File: config.mk
export PLATFORM = sky130hd
export DESIGN_NAME = gpio_debounce
export DESIGN_NICKNAME = d
export VERILOG_FILES = /design/src/rtl/gpio_debounce.sv
export SDC_FILE = /design/constraint.sdc
export NUM_CORES = 1
export LEC_CHECK = 0
export ABC_AREA = 1
export CAP_MARGIN = 10
export CORE_MARGIN = 3
export CORE_UTILIZATION = 60
export DETAILED_ROUTE_END_ITERATION = 16
export GPL_TIMING_DRIVEN = 0
export HOLD_SLACK_MARGIN = 0.03
export PLACE_DENSITY_LB_ADDON = 0.08
export SLEW_MARGIN = 20
export SYNTH_ARGS = -nofsm -noshare
export SYNTH_HDL_FRONTEND = slang
export SYNTH_SLANG_ARGS = --single-unit
File: constraint.sdc
create_clock -name clk -period 5.7 [get_ports clk]
set_clock_uncertainty 0.1 [all_clocks]
set_input_delay 0.57 -clock clk [delete_from_list [all_inputs] [get_ports clk]]
set_output_delay 0.57 -clock clk [all_outputs]
set_load 0.01 [all_outputs]
File: src/rtl/gpio_debounce.sv
// Pad input conditioning: synchronizer chain, shared prescaler and per-pin
// glitch filter with single-cycle rise/fall event pulses.
module gpio_debounce #(
    parameter int GPIO_DAT = 32,
    parameter int GPIO_CDC = 2,
    parameter int PRE_W    = 16,
    parameter int CNT_W    = 4
) (
    input  logic                clk,
    input  logic                rst,
    input  logic [PRE_W-1:0]    cfg_pre,
    input  logic [CNT_W-1:0]    cfg_cnt,
    input  logic [GPIO_DAT-1:0] cfg_ena,
    input  logic [GPIO_DAT-1:0] pad_i,
    output logic [GPIO_DAT-1:0] gpio_o,
    output logic [GPIO_DAT-1:0] rise,
    output logic [GPIO_DAT-1:0] fall
);

    logic [GPIO_DAT-1:0] s;

    generate
        if (GPIO_CDC == 0) begin : g_nosync
            assign s = pad_i;
        end else begin : g_sync
            logic [GPIO_DAT-1:0] sync_q [GPIO_CDC];

            always_ff @(posedge clk or negedge rst) begin
                if (!rst) begin
                    for (int k = 0; k < GPIO_CDC; k++) begin
                        sync_q[k] <= '0;
                    end
                end else begin
                    sync_q[0] <= pad_i;
                    for (int k = 1; k < GPIO_CDC; k++) begin
                        sync_q[k] <= sync_q[k-1];
                    end
                end
            end

            assign s = sync_q[GPIO_CDC-1];
        end
    endgenerate

    // Greater-or-equal compare so a lowered period wraps immediately.
    logic [PRE_W-1:0] pre_q, pre_d;
    logic             tick;

    always_comb begin
        tick  = (pre_q >= cfg_pre);
        pre_d = tick ? '0 : pre_q + PRE_W'(1);
    end

    logic [GPIO_DAT-1:0] filt_q, filt_d;
    logic [GPIO_DAT-1:0] dly_q;
    logic [CNT_W-1:0]    cnt_q [GPIO_DAT];
    logic [CNT_W-1:0]    cnt_d [GPIO_DAT];

    always_comb begin
        filt_d = filt_q;
        cnt_d  = cnt_q;
        for (int i = 0; i < GPIO_DAT; i++) begin
            if (!cfg_ena[i]) begin
                filt_d[i] = s[i];
                cnt_d[i]  = '0;
            end else if (s[i] == filt_q[i]) begin
                // Any agreeing cycle discards partial glitch credit.
                cnt_d[i] = '0;
            end else if (tick) begin
                if (cnt_q[i] >= cfg_cnt) begin
                    filt_d[i] = s[i];
                    cnt_d[i]  = '0;
                end else begin
                    cnt_d[i] = cnt_q[i] + CNT_W'(1);
                end
            end
        end
    end

    always_ff @(posedge clk or negedge rst) begin
        if (!rst) begin
            pre_q  <= '0;
            filt_q <= '0;
            dly_q  <= '0;
            for (int i = 0; i < GPIO_DAT; i++) begin
                cnt_q[i] <= '0;
            end
        end else begin
            pre_q  <= pre_d;
            filt_q <= filt_d;
            dly_q  <= filt_q;
            cnt_q  <= cnt_d;
        end
    end

    assign gpio_o = filt_q;
    assign rise   = filt_q & ~dly_q;
    assign fall   = ~filt_q & dly_q;

endmodule

== Word-level counts from Yosys, hierarchy flattened ==
Index checks and enable logic that the tools add are counted.

* Flip-flop bits (word level): 272
* Latch bits: 0
* Bits in read-only memories: 0
* Bits in writable memories: 0
* Memories: 0
* Word-level logic and storage cells: 587

* Div/mod/pow operators: 0
* Shifts and indexed selects: 0
* Mux-type cells: 257
* Reduce and logical (&&, ||, !) cells: 32
* Bitwise logic cells: 4
* Add/sub/neg operators: 33
* Multipliers: 0
* $lt $le $gt $ge: 33
* Eq/ne operators: 160

{| class="wikitable"
|+ Operator list
! cell !! count
|-
| 2-to-1 mux 4 bit || 128
|-
| adder 4 x 1 -> 4 bit (second input constant) || 32
|-
| >= comparator 4 bit || 32
|-
| 2-to-1 mux 1 bit || 128
|-
| inequality test 2 x 1 -> 1 bit (second input constant) || 64
|-
| inequality test 3 x 1 -> 1 bit (second input constant) || 32
|-
| AND reduction 3 bit || 32
|-
| AND 32 bit || 2
|-
| inequality test 2 bit (second input constant) || 32
|-
| inverter 32 bit || 2
|-
| == test 1 bit || 32
|-
| adder 16 x 1 -> 16 bit (second input constant) || 1
|-
| >= comparator 16 bit || 1
|-
| 2-to-1 mux 16 bit || 1
|}

== Logic depth before layout (Yosys ltp) ==
* Depth after elaboration: 5
* Depth in mapped cells: 15

== Least setup slack after synthesis ==
OpenSTA, ideal clock, no wires.

* Path kind: input port to flip-flop
* Start: in cfg_cnt[1]
* End: reg filt_q[8], in the netlist gpio_o[8]
* Stages on the path: 10
* Arrival: 2.133 ns
* Required time: 5.483 ns
* Buffers on the path: 0
* Slack: 3.350 ns
* Cell sequence: inv_1 ha_1 inv_1 nor2_1 o21ai_0 nand3_1 a21boi_0 inv_1 nand3_1 nand2_1

* Longest elaborated chain between the ends: 3

{| class="wikitable"
|+ RTL lines
! item !! line !! RTL
|-
| start, declared || 12 || <nowiki>input logic [CNT_W-1:0] cfg_cnt,</nowiki>
|-
| >= comparator 4 bit || 70 || <nowiki>if (cnt_q[i] >= cfg_cnt) begin</nowiki>
|-
| inequality test 2 x 1 -> 1 bit (no source line) || n/a ||
|-
| AND reduction 3 bit (no source line) || n/a ||
|-
| end signal, assigned || 90 || <nowiki>filt_q <= filt_d;</nowiki>
|-
| end, declared || 54 || <nowiki>logic [GPIO_DAT-1:0] filt_q, filt_d;</nowiki>
|}

No other way between the ends.
A chain may end at the register's enable or synchronous reset.

== Worst setup path in the final report ==
* Start: in cfg_pre[15]
* End: reg cnt_q[22] (netlist bit)

* Longest elaborated chain between the ends: 2

{| class="wikitable"
|+ RTL lines
! item !! line !! RTL
|-
| start, declared || 11 || <nowiki>input logic [PRE_W-1:0] cfg_pre,</nowiki>
|-
| >= comparator 16 bit || 50 || <nowiki>tick = (pre_q >= cfg_pre);</nowiki>
|-
| inequality test 3 x 1 -> 1 bit (no source line) || n/a ||
|-
| end signal, assigned || 92 || <nowiki>cnt_q <= cnt_d;</nowiki>
|-
| end, declared || 56 || <nowiki>logic [CNT_W-1:0] cnt_q [GPIO_DAT];</nowiki>
|}

No other way between the ends.

==> qor.yml <==
startpoint_type: "input pin"
synthArstFlopShare: 1.00
hpwlAfterDp_um: 26800
critPathMaxFanout: 10
antenna_found_initial: 1
drive_gt1_frac: 0.0506
max_slew.worst_pin.slew_ns: 0.710
synthDistinctLibCells: 32
design_area_mm2: 0.0195
critPathTopFamily: "buffers and inverters"
final_nets: 2392
slowest_stage: "buf_2"
initial_core_util: 0.612
fin_crit_ns: 2.73
syn2layout_area_growth_pct: 22.1
final_cells: 2488
holdCritPathClass: "reg -> reg"
die_area_mm2: 0.0286
maxCapViolCount: 0
diodes: 0
grt.total_usage: 0.268
ys_seq_elements: 272
grt_max_degree: 97
fp.dieH_um: 169
setup.worst_path.class: "in -> reg"
status: "complete, no violations"
gp_congestion: 0.819
worst_ep_required_time_ns: 6.05
drt_iter0_drc: 842
crit_buf_inv: 3
rows: 59
drv_slew: 0
htree_levels: 1
synth_area_mm2: 0.0160
num_io_pins: 182
grt_pass1_wl_um: 64000
fmax_mhz: 366
critPathCaptureType: "flip-flop"
setup_viol: 0
fin_crit_sh: 0.479
insertion_delay_ns: 0.55
fp.coreArea_mm2: 0.0261
arrival_ns: 3.08
cts_tree: "done"
ys_seq_area_frac: 0.426
cts_buffers: 31
finalHoldViolations: 0
clockRootBuffer: "clkbuf_16"
drc: 0
crit_chain: "clkdlybuf4s50_1 > inv_1 > ha_1 > a21oi_1 > nand2_1 > a21oi_4 > buf_2 > nand4_1 > o21ai_0"
dieWidth_um: 169
grt_pass1_vias: 13500
synth_cells: 1907
ant_nets: 0
hold_ws_ns: 0.247
wl_per_cell_um: 15.5
dp_slack_ns: 2.46
cts_setup_buffers: 0
drtPass1Iterations: 5
ys_warn_count: 0
port_buffers: 181
ir_worst_vdd_mv: 0.275
place_inst: 2430
wl_um: 38600
cts.sinks: 272
maxSlewHeadroom: 0.527
layout_setup_ws_ns: 2.97
synth_flop_cell: "dfrtp_1"
vias_per_cell: 5.57
overflow: 0
synth_edf_count: 0
dpl-instance-area_mm2: 0.0184
vias: 13900
clk_path_buf_depth: 3
clk_pin_slew_ns: 0.06
syn_area_per_cell_um2: 8.39
power_density_mw_per_mm2: 322
syn_nets: 2170
p_leak_nw: 10.3
rsz0062_at_grt: "no"
cp_slowest_stage_delay_ns: 0.48
==> per-layer routing <==
metal | up-vias | part of all wire | GRT usage
met2 | 384 | 0.48 | 0.468
li1 | 6781 | - | -
met5 | - | 0.00034 | 0
met1 | 6612 | 0.43 | 0.353
met4 | 2 | 0.029 | 0.0768
met3 | 86 | 0.055 | 0.0359
==> cells in the mapped netlist, types with 2 or more instances <==
cell | count | share of area
a21boi_0 | 7 | 0.0033
nand3b_1 | 4 | 0.0019
nand2_1 | 341 | 0.080
clkbuf_1 | 2 | 0.00047
nor2_1 | 144 | 0.034
ha_1 | 177 | 0.14
nand3_1 | 252 | 0.079
nor3_2 | 4 | 0.0025
xor2_1 | 42 | 0.023
buf_2 | 18 | 0.0056
nor2_4 | 5 | 0.0035
inv_1 | 300 | 0.070
nor3b_1 | 3 | 0.0014
nor2_2 | 6 | 0.0023
a21oi_1 | 40 | 0.013
dfrtp_1 | 272 | 0.43
xnor2_1 | 42 | 0.023
o21bai_1 | 15 | 0.0070
buf_4 | 6 | 0.0028
o21ai_1 | 25 | 0.0078
nand4_1 | 124 | 0.049
o21ai_0 | 68 | 0.021
==> through the flow <==
step	TNS [ns]	total power, W	utilization
final	0	0.00629	0.747
after global routing	0	0.00664	0.747
after CTS	0	0.00633	0.747
after detailed placement	0	0.00416	0.704
after global placement	-2126.86	0.00407	0.697
after floorplan	0	0.00331	-
==> cells in the final DEF, fill, tap and decap left out, types with 5 or more instances in the layout <==
master / instances
clkbuf_8: 6
clkbuf_16: 31
a21oi_1: 40
buf_4: 6
ha_1: 177
buf_16: 5
o21ai_1: 25
nand4_1: 124
clkbuf_1: 7
dfrtp_1: 272
buf_2: 19
nor2_4: 5
o21bai_1: 15
clkdlybuf4s50_1: 179
xnor2_1: 42
inv_1: 297
xor2_1: 42
nor2_2: 6
nand2_1: 341
nand3_1: 252
bufinv_16: 6
o21ai_0: 68
clkinv_2: 5
a21boi_0: 7
nor2_1: 144
==> final cells by class <==
cell class                      instances  area [µm²]
Buffer                                 27         154
Sequential cell                       272        6810
Clock inverter                         15         238
Clock buffer                           42         877
Fill cell                            1911        6610
Inverter                              300        1130
Timing Repair Buffer                  189        2000
Tap cell                              335         419
Multi-Input combinational cell       1308        7910
==> power by group <==
group	internal (W)	total [W]	switching [W]	leakage, nW
clock network	0.00134	0.00215	0.000810	0.544
registers	0.00215	0.00240	0.000242	3.53
logic	0.000782	0.00174	0.000958	6.23
total	0.00428	0.00629	0.00201	10.3
==> flip-flops by register name (all words and copies together) (netlist names) <==
signal / flops
dly_q: 32
g_sync.sync_q: 32
cnt_q: 128
gpio_o: 32
pre_q: 16
s: 32
==> final timing paths <==
kind | cells after the start | from | to | slack (ns)
hold / removal | 0 | g_sync.sync_q[46]$_DFF_PN0_ | s[14]$_DFF_PN0_ | 0.25
setup / recovery | 9 | cfg_pre[15] | cnt_q[22]$_DFFE_PN0P_ | 2.97
max in group asynchronous | 4 | rst | g_sync.sync_q[61]$_DFF_PN0_ | 4.07
hold reg to reg | 0 | g_sync.sync_q[46]$_DFF_PN0_ | s[14]$_DFF_PN0_ | 0.25
min in group asynchronous | 2 | rst | g_sync.sync_q[59]$_DFF_PN0_ | 0.40
setup reg to reg | 11 | pre_q[7]$_DFF_PN0_ | cnt_q[22]$_DFFE_PN0P_ | 3.07
==> cells by family after synthesis <==
group                    share of synthesized area
AND/OR/NAND/NOR                              0.255
AO/OA/AOI/OAI                               0.0544
buffers and inverters                       0.0800
XOR/XNOR                                    0.0460
adder cells (fa/ha/maj)                      0.138
flip-flops                                   0.426
==> what timing repair did <==
item                                   4_1_cts  5_1_grt
hold buffers                                 1        0
endpoints found under the hold margin       40        0
resized for setup                            0        0
(Power assumes the default switching activity.)
